==> src/rtl/delay_window_if.sv <==
// Handshake bundle for delay_window_scheduler: trigger/response inputs plus
// the match/miss/overflow event outputs and occupancy status.
interface delay_window_if #(
  parameter int NUM_SLOTS = 4
);
  localparam int SW    = (NUM_SLOTS > 1) ? $clog2(NUM_SLOTS) : 1;
  localparam int CNT_W = $clog2(NUM_SLOTS + 1);

  logic             a;
  logic             b;
  logic             match;
  logic [SW-1:0]    match_slot;
  logic             miss;
  logic [SW-1:0]    miss_slot;
  logic             overflow;
  logic [CNT_W-1:0] active_cnt;
  logic             busy;

  modport master (
    output a, b,
    input  match, match_slot, miss, miss_slot, overflow, active_cnt, busy
  );

  modport slave (
    input  a, b,
    output match, match_slot, miss, miss_slot, overflow, active_cnt, busy
  );
endinterface

==> src/rtl/delay_window_scheduler.sv <==
// Multi-slot tracker for "a ##[MIN_DLY:MAX_DLY] b": every trigger owns a slot
// that ages until b lands in its window (match) or the window closes (miss).
module delay_window_scheduler #(
  parameter int NUM_SLOTS = 4,
  parameter int MIN_DLY   = 3,
  parameter int MAX_DLY   = 3
) (
  input logic           clk,
  input logic           rst,
  delay_window_if.slave dw
);
  localparam int AGE_W = $clog2(MAX_DLY + 1);
  localparam int CNT_W = $clog2(NUM_SLOTS + 1);
  localparam int SW    = (NUM_SLOTS > 1) ? $clog2(NUM_SLOTS) : 1;
  localparam logic [AGE_W-1:0] MIN_AGE = AGE_W'(MIN_DLY);
  localparam logic [AGE_W-1:0] MAX_AGE = AGE_W'(MAX_DLY);

  logic [NUM_SLOTS-1:0] valid_r;
  logic [NUM_SLOTS-1:0] valid_s;
  logic [AGE_W-1:0]     age_r [NUM_SLOTS];
  logic [AGE_W-1:0]     age_s [NUM_SLOTS];

  logic             match_r;
  logic [SW-1:0]    match_slot_r;
  logic             miss_r;
  logic [SW-1:0]    miss_slot_r;
  logic             overflow_r;
  logic [CNT_W-1:0] active_cnt_r;
  logic             busy_r;

  logic             win_hit_s;
  logic [SW-1:0]    win_idx_s;
  logic [AGE_W-1:0] win_age_s;
  logic             exp_hit_s;
  logic [SW-1:0]    exp_idx_s;
  logic             free_hit_s;
  logic [SW-1:0]    free_idx_s;
  logic             do_match_s;
  logic             do_miss_s;
  logic             retire_s;
  logic [SW-1:0]    ret_idx_s;
  logic             alloc_s;
  logic             overflow_s;
  logic [CNT_W-1:0] cnt_s;
  logic [NUM_SLOTS-1:0] in_win_s;

  // Slot search (oldest in-window, expiring, lowest free) and next slot state
  always_comb begin
    win_hit_s  = 1'b0;
    win_idx_s  = '0;
    win_age_s  = '0;
    exp_hit_s  = 1'b0;
    exp_idx_s  = '0;
    free_hit_s = 1'b0;
    free_idx_s = '0;
    in_win_s   = '0;
    for (int i = 0; i < NUM_SLOTS; i++) begin
      in_win_s[i] = valid_r[i] && (age_r[i] >= MIN_AGE) && (age_r[i] <= MAX_AGE)
                    && (!win_hit_s || (age_r[i] > win_age_s));
      win_idx_s   = in_win_s[i] ? SW'(i) : win_idx_s;
      win_age_s   = in_win_s[i] ? age_r[i] : win_age_s;
      win_hit_s   = win_hit_s | in_win_s[i];
      exp_idx_s   = (valid_r[i] && (age_r[i] == MAX_AGE)) ? SW'(i) : exp_idx_s;
      exp_hit_s   = exp_hit_s | (valid_r[i] && (age_r[i] == MAX_AGE));
    end
    // Descending scan so the lowest free index wins
    for (int i = NUM_SLOTS - 1; i >= 0; i--) begin
      free_idx_s = !valid_r[i] ? SW'(i) : free_idx_s;
      free_hit_s = free_hit_s | !valid_r[i];
    end

    do_match_s = dw.b && win_hit_s;
    do_miss_s  = !dw.b && exp_hit_s;
    retire_s   = do_match_s || do_miss_s;
    ret_idx_s  = do_match_s ? win_idx_s : exp_idx_s;
    alloc_s    = dw.a && free_hit_s;
    overflow_s = dw.a && !free_hit_s;

    for (int i = 0; i < NUM_SLOTS; i++) begin
      valid_s[i] = valid_r[i];
      age_s[i]   = age_r[i];
      if (retire_s && (ret_idx_s == SW'(i))) begin
        valid_s[i] = 1'b0;
        age_s[i]   = '0;
      end else if (valid_r[i]) begin
        age_s[i] = age_r[i] + AGE_W'(1);
      end else if (alloc_s && (free_idx_s == SW'(i))) begin
        valid_s[i] = 1'b1;
        age_s[i]   = AGE_W'(1);
      end else begin
        valid_s[i] = 1'b0;
        age_s[i]   = '0;
      end
    end

    cnt_s = active_cnt_r + CNT_W'(alloc_s) - CNT_W'(retire_s);
  end

  // Slot and registered-output state
  always_ff @(posedge clk or posedge rst) begin
    if (rst) begin
      valid_r      <= '0;
      for (int i = 0; i < NUM_SLOTS; i++) begin
        age_r[i] <= '0;
      end
      match_r      <= 1'b0;
      match_slot_r <= '0;
      miss_r       <= 1'b0;
      miss_slot_r  <= '0;
      overflow_r   <= 1'b0;
      active_cnt_r <= '0;
      busy_r       <= 1'b0;
    end else begin
      valid_r      <= valid_s;
      for (int i = 0; i < NUM_SLOTS; i++) begin
        age_r[i] <= age_s[i];
      end
      match_r      <= do_match_s;
      miss_r       <= do_miss_s;
      overflow_r   <= overflow_s;
      active_cnt_r <= cnt_s;
      busy_r       <= (cnt_s != '0);
      if (do_match_s) begin
        match_slot_r <= win_idx_s;
      end else begin
        match_slot_r <= match_slot_r;
      end
      if (do_miss_s) begin
        miss_slot_r <= exp_idx_s;
      end else begin
        miss_slot_r <= miss_slot_r;
      end
    end
  end

  assign dw.match      = match_r;
  assign dw.match_slot = match_slot_r;
  assign dw.miss       = miss_r;
  assign dw.miss_slot  = miss_slot_r;
  assign dw.overflow   = overflow_r;
  assign dw.active_cnt = active_cnt_r;
  assign dw.busy       = busy_r;
endmodule

==> src/flat_wrapper.sv <==
// flat-port wrapper written by rule: the top's interface ports become plain ports
module delay_window_scheduler_flat 
#(
  parameter int NUM_SLOTS = 4,
  parameter int MIN_DLY   = 3,
  parameter int MAX_DLY   = 3
)
  (clk, rst, dw_a, dw_b, dw_match, dw_match_slot, dw_miss, dw_miss_slot, dw_overflow, dw_active_cnt, dw_busy);
  delay_window_if #(.NUM_SLOTS(NUM_SLOTS)) dw_i ();
  input logic clk;
  input logic rst;
  input wire logic [$bits(dw_i.a)-1:0] dw_a;
  input wire logic [$bits(dw_i.b)-1:0] dw_b;
  output wire logic [$bits(dw_i.match)-1:0] dw_match;
  output wire logic [$bits(dw_i.match_slot)-1:0] dw_match_slot;
  output wire logic [$bits(dw_i.miss)-1:0] dw_miss;
  output wire logic [$bits(dw_i.miss_slot)-1:0] dw_miss_slot;
  output wire logic [$bits(dw_i.overflow)-1:0] dw_overflow;
  output wire logic [$bits(dw_i.active_cnt)-1:0] dw_active_cnt;
  output wire logic [$bits(dw_i.busy)-1:0] dw_busy;
  assign dw_i.a = dw_a;
  assign dw_i.b = dw_b;
  assign dw_match = dw_i.match;
  assign dw_match_slot = dw_i.match_slot;
  assign dw_miss = dw_i.miss;
  assign dw_miss_slot = dw_i.miss_slot;
  assign dw_overflow = dw_i.overflow;
  assign dw_active_cnt = dw_i.active_cnt;
  assign dw_busy = dw_i.busy;
  delay_window_scheduler #(.NUM_SLOTS(NUM_SLOTS), .MIN_DLY(MIN_DLY), .MAX_DLY(MAX_DLY)) u_core (.clk(clk), .rst(rst), .dw(dw_i));
endmodule
==> config.mk <==
export PLATFORM = sky130hd
export DESIGN_NAME = delay_window_scheduler_flat
export DESIGN_NICKNAME = d
export VERILOG_FILES = /design/src/rtl/delay_window_if.sv /design/src/rtl/delay_window_scheduler.sv /design/src/flat_wrapper.sv
export SDC_FILE = /design/constraint.sdc
export NUM_CORES = 1
export LEC_CHECK = 0
export ABC_AREA = 1
export ABC_CLOCK_PERIOD_IN_PS = 3900
export BUFFER_PORTS_ARGS = -buffer_cell sky130_fd_sc_hd__buf_2
export CELL_PAD_IN_SITES_DETAIL_PLACEMENT = 0
export CELL_PAD_IN_SITES_GLOBAL_PLACEMENT = 1
export CORE_MARGIN = 10
export CORE_UTILIZATION = 43
export DETAILED_ROUTE_END_ITERATION = 7
export PLACE_DENSITY = 0.77
export RECOVER_POWER = 25
export REMOVE_ABC_BUFFERS = 1
export SYNTH_ARGS = -nofsm -noshare
export SYNTH_HDL_FRONTEND = slang
export SYNTH_SLANG_ARGS = --single-unit
export TNS_END_PERCENT = 100
==> constraint.sdc <==
create_clock -name clk -period 3.9 [get_ports clk]
set_input_delay 0.585 -clock clk [delete_from_list [all_inputs] [get_ports clk]]
set_output_delay 0.585 -clock clk [all_outputs]
set_load 0.02 [all_outputs]
---- After elaboration in Yosys (flattened, before gate mapping) ----
Index checks and enable logic that the tools add are counted.
cells by class
  mux-type cells .......................... 38
  order comparisons ....................... 11
  bitwise logic cells ..................... 9
  equality and inequality tests ........... 10
  reduce and logical (&&, ||, !) cells .... 43
  add/subtract/negate cells ............... 6
operator list
  kind                                                             count
  2-bit two-way mux                                                20
  1-bit logical AND                                                27
  1-bit two-way mux                                                18
  2-bit == test, second input constant                             8
  1-bit logical NOT                                                9
  1-bit OR                                                         9
  2-bit by 1-bit adder with 2-bit output, second input constant    4
  2-bit >= comparator, second input constant                       4
  2-bit less-or-equal comparator, second input constant            4
  2-bit > comparator                                               3
  2-bit by 1-bit == test with 1-bit output, second input constant  2
  2-bit logical NOT                                                2
  1-bit logical OR                                                 4
  3-bit by 1-bit adder with 3-bit output                           1
  3-bit nonzero test                                               1
  3-bit by 1-bit subtractor with 3-bit output                      1
storage, ports and cells
  input bits .............................. 4
  output and inout bits ................... 11
  register bits ........................... 23
  word-level logic and storage cells ...... 129

---- Logic depth before layout (Yosys ltp) ----
Gate-level depths: netlist (run 1).
  word-level depth ........................ 21
  mapped depth ............................ 34
  mapped depth without buffers ............ 34

---- Worst setup path after synthesis (run 1) ----
OpenSTA, ideal clock, no wires.
  path kind ............................... register -> register
  from .................................... register u_core.age_r[6] (netlist name)
  to ...................................... register u_core.valid_r[2]
  data arrival time ....................... 3.168 ns
  data required time ...................... 3.787 ns
  path slack .............................. 0.619 ns
  setup time .............................. 0.113 ns
  clock period less this slack ............ 3.281 ns
  buffers on the path ..................... 0
  cell stages (with the launch flop) ...... 33
  cell sequence ........................... dfrtp_1 > ha_1 > nand2_4 > inv_1 > nand2_1 > ha_1 > nand2_1 > nand2_1 > nand2_1 > a21oi_1 > inv_1 > nand2_1 > o21ai_2 > ha_1 > nand2_1 > nand2_1 > nand2_1 > nand2_2 > nand2_4 > nand2_1 > o21ai_0 > ha_1 > nand2_1 > nand2_1 > nand2_1 > nand2_1 > nand2_1 > nand2_2 > nand2_2 > nand2_4 > nand3_2 > nand2_1 > inv_1
on the way
  longest elaborated chain between the ends .. 21
  elaborated cells on any way between the ends .. 37
  classes of those cells .................. order compare: 5; eq/ne: 2; mux: 8; bitwise: 6; reduce/logical: 16
ends and longest elaborated chain
  element                                                  line                                                        text
  from (decl)                                              delay_window_scheduler.sv:20                                logic [AGE_W-1:0] age_r [NUM_SLOTS];
  from (signal, indexed assignment)                        delay_window_scheduler.sv:116                               age_r[i] <= age_s[i];
  2-bit >= comparator                                      delay_window_scheduler.sv:58                                in_win_s[i] = valid_r[i] && (age_r[i] >= MIN_AGE) && (age_r[i] <= MAX_AGE)
  1-bit logical AND (2 in series)                          delay_window_scheduler.sv:58
  2-bit two-way mux                                        delay_window_scheduler.sv:61                                win_age_s = in_win_s[i] ? age_r[i] : win_age_s;
  2-bit > comparator                                       delay_window_scheduler.sv:59                                && (!win_hit_s || (age_r[i] > win_age_s));
  1-bit logical OR                                         delay_window_scheduler.sv:59
  1-bit logical AND                                        delay_window_scheduler.sv:59
  2-bit two-way mux or 1-bit OR (tied branches)            delay_window_scheduler.sv:61, delay_window_scheduler.sv:62
  2-bit > comparator or 1-bit logical NOT (tied branches)  delay_window_scheduler.sv:59
  [... 5 more ...]                                         n/a
  1-bit logical AND                                        delay_window_scheduler.sv:59
  1-bit OR                                                 delay_window_scheduler.sv:62                                win_hit_s = win_hit_s | in_win_s[i];
  1-bit logical AND                                        delay_window_scheduler.sv:72                                do_match_s = dw.b && win_hit_s;
  2-bit two-way mux                                        delay_window_scheduler.sv:75                                ret_idx_s = do_match_s ? win_idx_s : exp_idx_s;
  2-bit == test                                            delay_window_scheduler.sv:82                                if (retire_s && (ret_idx_s == SW'(i))) begin
  1-bit logical AND *                                      delay_window_scheduler.sv:82
  1-bit two-way mux *                                      delay_window_scheduler.sv:82
  named net u_core.valid_s[2]                              delay_window_scheduler.sv:19                                logic [NUM_SLOTS-1:0] valid_s;
  to (signal assigned)                                     delay_window_scheduler.sv:114                               valid_r <= valid_s;
  to (decl)                                                delay_window_scheduler.sv:18                                logic [NUM_SLOTS-1:0] valid_r;
Mark *: on every way through the listed nets, which the timed path passes. The rest lies on a longest branch.
A chain may end at the register's enable or synchronous reset.

==> results of run 1 <==
-- cell usage in the layout, fill, tap and decap left out --
| cell | Yosys | layout |
|---|---|---|
| nor2_2 | 1 | 1 |
| xnor2_1 | 2 | 2 |
| a21boi_1 | 1 | 1 |
| nor2_1 | 4 | 4 |
| ha_4 | 0 | 1 |
| nand2_4 | 5 | 5 |
| nand2_1 | 42 | 41 |
| clkbuf_4 | 0 | 3 |
| fa_1 | 1 | 1 |
| ha_2 | 0 | 1 |
| nand2_2 | 7 | 8 |
| ha_1 | 12 | 10 |
| dfrtp_1 | 23 | 23 |
| nor2_8 | 1 | 1 |
| o21ai_2 | 2 | 2 |
| nand3_1 | 2 | 2 |
| nor2_4 | 1 | 1 |
| or3_1 | 1 | 1 |
| buf_4 | 0 | 3 |
| buf_2 | 0 | 14 |
| o21ai_0 | 9 | 9 |
| o21a_1 | 1 | 1 |
| clkbuf_1 | 0 | 1 |
| a21oi_1 | 6 | 5 |
| a21boi_2 | 1 | 1 |
| inv_1 | 33 | 31 |
| nor3_1 | 1 | 1 |
| inv_2 | 1 | 3 |
| nand3_2 | 2 | 2 |
| a21oi_2 | 3 | 4 |
-- power groups by stage --
stage	Combinational, µW	Clock, µW	Sequential [µW]
floorplan	651	0	491
global placement	878	0	443
detailed placement	898	0	446
CTS	908	115	442
global route	1080	128	462
finish	923	109	443
-- registers in the layout, summed over array words and instances, names as in the netlist --
name	flops
u_core.dw.active_cnt	3
u_core.dw.overflow	1
u_core.dw.miss_slot	2
u_core.age_r	8
u_core.dw.busy	1
u_core.dw.match_slot	2
u_core.valid_r	4
u_core.dw.miss	1
u_core.dw.match	1
-- stage by stage --
stage	instance area, µm²	total power [µW]
finish	1583	1475
global route	1583	1667
CTS	1539	1464
detailed placement	1513	1345
global placement	1513	1322
floorplan	1388	1141
-- per-layer routing --
layer / vias up / global-route usage [%]
met2: 11 / 15.85
li1: 540 / -
met1: 442 / 11.63
met3: 2 / 2.214
met4: 0 / 2.788
met5: - / 0
-- cell type report --
cell class / instances / share of cell area, %
flip-flops and latches: 23 / 36.36
well taps: 44 / 3.478
multi-input cells: 105 / 44.58
clock buffers: 4 / 1.660
inverters: 34 / 8.063
repair buffers: 17 / 5.850
-- synthesized netlist by cell type, drive strengths merged --
master  number  area share (%)
xnor2        2             1.3
nor3         1            0.36
or3          1            0.45
a21boi       2             1.4
o21a         1            0.54
o21ai       11             4.5
inv         34             9.2
dfrtp       23              41
nand3        4             2.2
nand2       54              19
fa           1             1.4
ha          12              11
a21oi        9             4.1
nor2         7             3.8
-- cell families after synthesis --
kind of cell,count (synthesis),synth area share (%)
adders and majority gates,13,12.26
and+or+nand+nor,67,25.34
xor gates and xnor gates,2,1.263
AOI/OAI and AO/OA,23,10.46
DFF,23,41.48
buffers and inverters,34,9.197
-- final timing paths --
check,to,slack (ns),cells after the start
worst max-delay path,u_core.age_r[3],0.36,32
worst min-delay path,u_core.age_r[5],0.43,2
worst max register to register,u_core.age_r[3],0.36,32
worst min register to register,u_core.dw.match_slot[0],0.52,2
max in group asynchronous,u_core.dw.miss_slot[1],2.93,2
min in group clk,u_core.dw.miss,0.48,2
-- repair_timing --
item                       4_1_cts  5_1_grt
setup endpoints to repair        0       13
gates resized for setup          0        6
buffers inserted                 0        3
hold buffers                     0        0
==> reports/qor.csv, run 1 <==
metric,value,unit
m1WireLength,1280,µm
diodes,0,
combPwrFrac,62.6,%
finalHoldViolations,0,
syn_to_final_growth,14.07,%
preCtsSetupSlack,0.2434,ns
die_area,0.005899,mm²
cp-start-kind,flop,
required,4.11,ns
wl_met2,1208,µm
ctsHtreeMaxLevel,1,
multi_input_area,705.7,µm²
drtIter0Drc,32,
p_clk_share,7.4,%
nNetsFinal,201,
worstReg2RegStart,u_core.age_r[6],
row_count,20,
antenna_left,0,
yosysSeqAreaShare,41.48,%
relSlewSlack,42.43,%
die_width,76.81,µm
grt_pass1_wl,4726,µm
peakVddDrop,0.4373,mV
cp-startpoint,u_core.age_r[6],
leakage,0.0009189,µW
dp_cells,220,
critPathCaptureType,flop,
holdWs,0.4344,ns
viasPerCell,4.383,
ys_types,24,
drcViolationCount,0,
syn_inst,162,
n_fill_cell,311,
cts_tree,done,
core,0.003078,mm²
outcome,"complete, no violations",
powerDensity,932.1,mW/mm²
hpwl,2088,µm
crit_top_cell,nand2_1,
antenna_found_initial,0,
fin_skew,0.006948,ns
syn_area_per_cell,8.565,µm²
grt.overflow.total,0,
max_stage_delay,0.40,ns
firstDrtPassIters,4,
start_util,45.08,%
period_needed,3.535,ns
utilization,51.42,%
hp-class,in2async,
yosys_warnings,0,
ys_seq_elements,23,
fin_crit_sh,90.64,%
ff_latch_area,575.6,µm²
clock_latency,0.30,ns
io_pins,15,
p_seq_share,30.0,%
root_buffer,clkbuf_4,
grt_max_degree,24,
cp_max_fo,6,
slew_violations,0,
routabilityCongestion,0.7983,
numCtsBuffers,3,
maxCapViolations,0,
slowest_stage,dfrtp_1,
setup_violations,0,
die_h,76.81,µm
worst-slew-pin-transition,0.8626,ns
syn_area,0.001388,mm²
drive_gt1_share,27.32,%
dr.max_layer_used,met4,
clock-sinks,23,
fmax,0.2829,GHz
vias,995,
internal-power,752.3,µW
crit_family,simple AND/OR/NAND/NOR gates,
wl_met3,79,µm
final_cells,227,
switching_share,49.00,%
fin_setup_tns,0,ns
setup_slack,0.3650,ns
p_switching,722.9,µW
cp.arrival,3.74,ns
path_clk_slew,0.13,ns
cts_max_path_buffers,2,
wl_per_cell,11.40,µm
crit_buf_inv,3,
wirelength,2587,µm
crit_type,reg2reg,
grt_usage,9.443,%
port_buffers,14,
grt_pass1_vias,1047,
No activity file was read; power rests on OpenSTA's default activity.
==> run 2: changes to the inputs <==
--- a/config.mk
+++ b/config.mk
@@ -13,7 +13,7 @@
 export CORE_MARGIN = 10
 export CORE_UTILIZATION = 43
 export DETAILED_ROUTE_END_ITERATION = 7
-export PLACE_DENSITY = 0.77
+export PLACE_DENSITY_LB_ADDON = 0.2
 export RECOVER_POWER = 25
 export REMOVE_ABC_BUFFERS = 1
 export SYNTH_ARGS = -nofsm -noshare
==> reports/qor.csv, run 2 (synthesized netlist as in run 1, its figures left out) <==
metric,value,unit
outcome,"complete, no violations",
core,0.003078,mm²
max_stage_delay,0.41,ns
switching_share,49.42,%
antenna_found_initial,0,
path_clk_slew,0.13,ns
final_common_cell,nand2_1,
ctsHtreeMaxLevel,1,
final_area,0.001570,mm²
maxCapViolations,0,
slowest_stage,dfrtp_1,
internal-power,741.2,µW
vias,1009,
reg2reg_slack,0.37,ns
drtIter0Drc,53,
worst-slew-pin-transition,0.8664,ns
hp-class,in2async,
cts_max_path_buffers,2,
required,4.12,ns
die_area,0.005899,mm²
crit_type,reg2reg,
reg2reg_depth,32,
die_h,76.81,µm
leakage,0.0009211,µW
grt_pass1_vias,975,
hpwl,2059,µm
nNetsFinal,200,
grt_max_degree,24,
rsz0062_at_grt,no,
drcViolationCount,0,
relSlewSlack,42.18,%
worstReg2RegStart,u_core.age_r[6],
numCtsBuffers,3,
port_buffers,14,
drive_gt1_share,25.82,%
finalHoldViolations,0,
period_needed,3.526,ns
utilization,51.02,%
cp-start-kind,flop,
fin_crit_sh,90.40,%
crit_top_cell,nand2_1,
p_clk_share,7.4,%
powerDensity,933.2,mW/mm²
worstReg2RegEnd,u_core.valid_r[2],
top_register,u_core.age_r,
p_switching,724.2,µW
slew_violations,0,
fin_skew,0.003044,ns
die_width,76.81,µm
diodes,0,
wirelength,2544,µm
syn_to_final_growth,13.17,%
root_buffer,clkbuf_4,
cts_tree,done,
largest_reg_flops,8,
gr-usage-met3,2.098,%
cp_max_fo,6,
firstDrtPassIters,4,
grt_use_met2,14.42,%
grt.overflow.total,0,
cp.arrival,3.74,ns
holdWs,0.4350,ns
antenna_left,0,
wl_per_cell,11.26,µm
grtUsageMet1,11.84,%
routabilityCongestion,0.7318,
io_pins,15,
grt-busiest-layer,met2,
setup_violations,0,
final_cell_mix,"nand2_1 (42), inv_1 (31), dfrtp_1 (23), buf_2 (14), ha_1 (11)",
fmax,0.2836,GHz
start_util,45.08,%
n_fill_cell,305,
p_seq_share,29.7,%
combPwrFrac,62.9,%
viasPerCell,4.465,
row_count,20,
clock-sinks,23,
grt_pass1_wl,4498,µm
peakVddDrop,0.4581,mV
grt_usage,9.229,%
placed_cell_area,0.001520,mm²
fin_setup_tns,0,ns
clock_latency,0.30,ns
critPathCaptureType,flop,
==> run 2: cell count changes in the layout (fill, tap and decap cells not counted) <==
cell	before	now
clkinv_2	0	1
o21ai_1	0	1
nand2_4	5	6
nand3_4	0	1
nand2_2	8	6
ha_4	1	0
ha_1	10	11
nand2_1	41	42
buf_4	3	1
o21ai_0	9	8
nand3_2	2	1
==> run 2: critical path: cells and delay by family, from the launching register on <==
family	cells	cell delay, ns
buffers and inverters	3	0.19
and+or+nand+nor	22	1.46
DFF	1	0.41
AOI/OAI and AO/OA	3	0.31
adders and majority gates	4	1.08
==> run 2: worst max path at each step <==
stage / endpoint / depth (start not counted) / from
after floorplan: u_core.valid_r[2] / 32 / u_core.age_r[6]
after global placement: u_core.age_r[2] / 32 / u_core.age_r[6]
after detailed placement: u_core.valid_r[2] / 32 / u_core.age_r[6]
after CTS: u_core.valid_r[2] / 32 / u_core.age_r[6]
after global routing: u_core.age_r[2] / 32 / u_core.age_r[6]
final: u_core.valid_r[2] / 32 / u_core.age_r[6]
==> run 2: final cells by class <==
type | count | area, µm² | share of cell area, %
multi-input combinational | 105 | 703.2 | 44.78
sequential | 23 | 575.6 | 36.65
timing repair buffer | 16 | 81.33 | 5.179
clock buffer | 3 | 22.52 | 1.434
inverter | 34 | 127.6 | 8.127
tap | 44 | 55.05 | 3.506
clock inverter | 1 | 5.005 | 0.3187
==> run 2: metrics by stage <==
| step | power (µW) | cells | setup slack [ns] |
|---|---|---|---|
| 6_report | 1465 | 226 | 0.3742 |
| 5_1_grt | 1630 | 226 | 0.01322 |
| 4_1_cts | 1471 | 225 | 0.2139 |
| 3_5_place_dp | 1350 | 221 | 0.2355 |
| 3_3_place_gp | 1324 | 221 | 0.3125 |
| 2_1_floorplan | 1141 | 162 | 0.6191 |
==> run 2: routing by layer <==
layer  share of wire [%]  vias to the layer above  wire length [µm]
li1                    -                      540                 -
met1                  47                      455              1187
met2                  49                       12              1234
met3                 4.0                        2               103
met4                0.79                        0                20
met5                   0                        -                 0
==> run 2: repair_timing <==
action                                  4_1_cts  5_1_grt
endpoints found under the setup margin        0       12
resized for setup                             0        7
hold buffers                                  0        0
setup buffers                                 0        1
==> run 2: power by group through the flow <==
stage                     clock network [µW]  logic [µW]  registers, µW
after global placement                     0         890            434
after detailed placement                   0         910            441
after floorplan                            0         651            491
final                                    109         922            435
after global routing                     126        1050            449
after CTS                                118         917            436
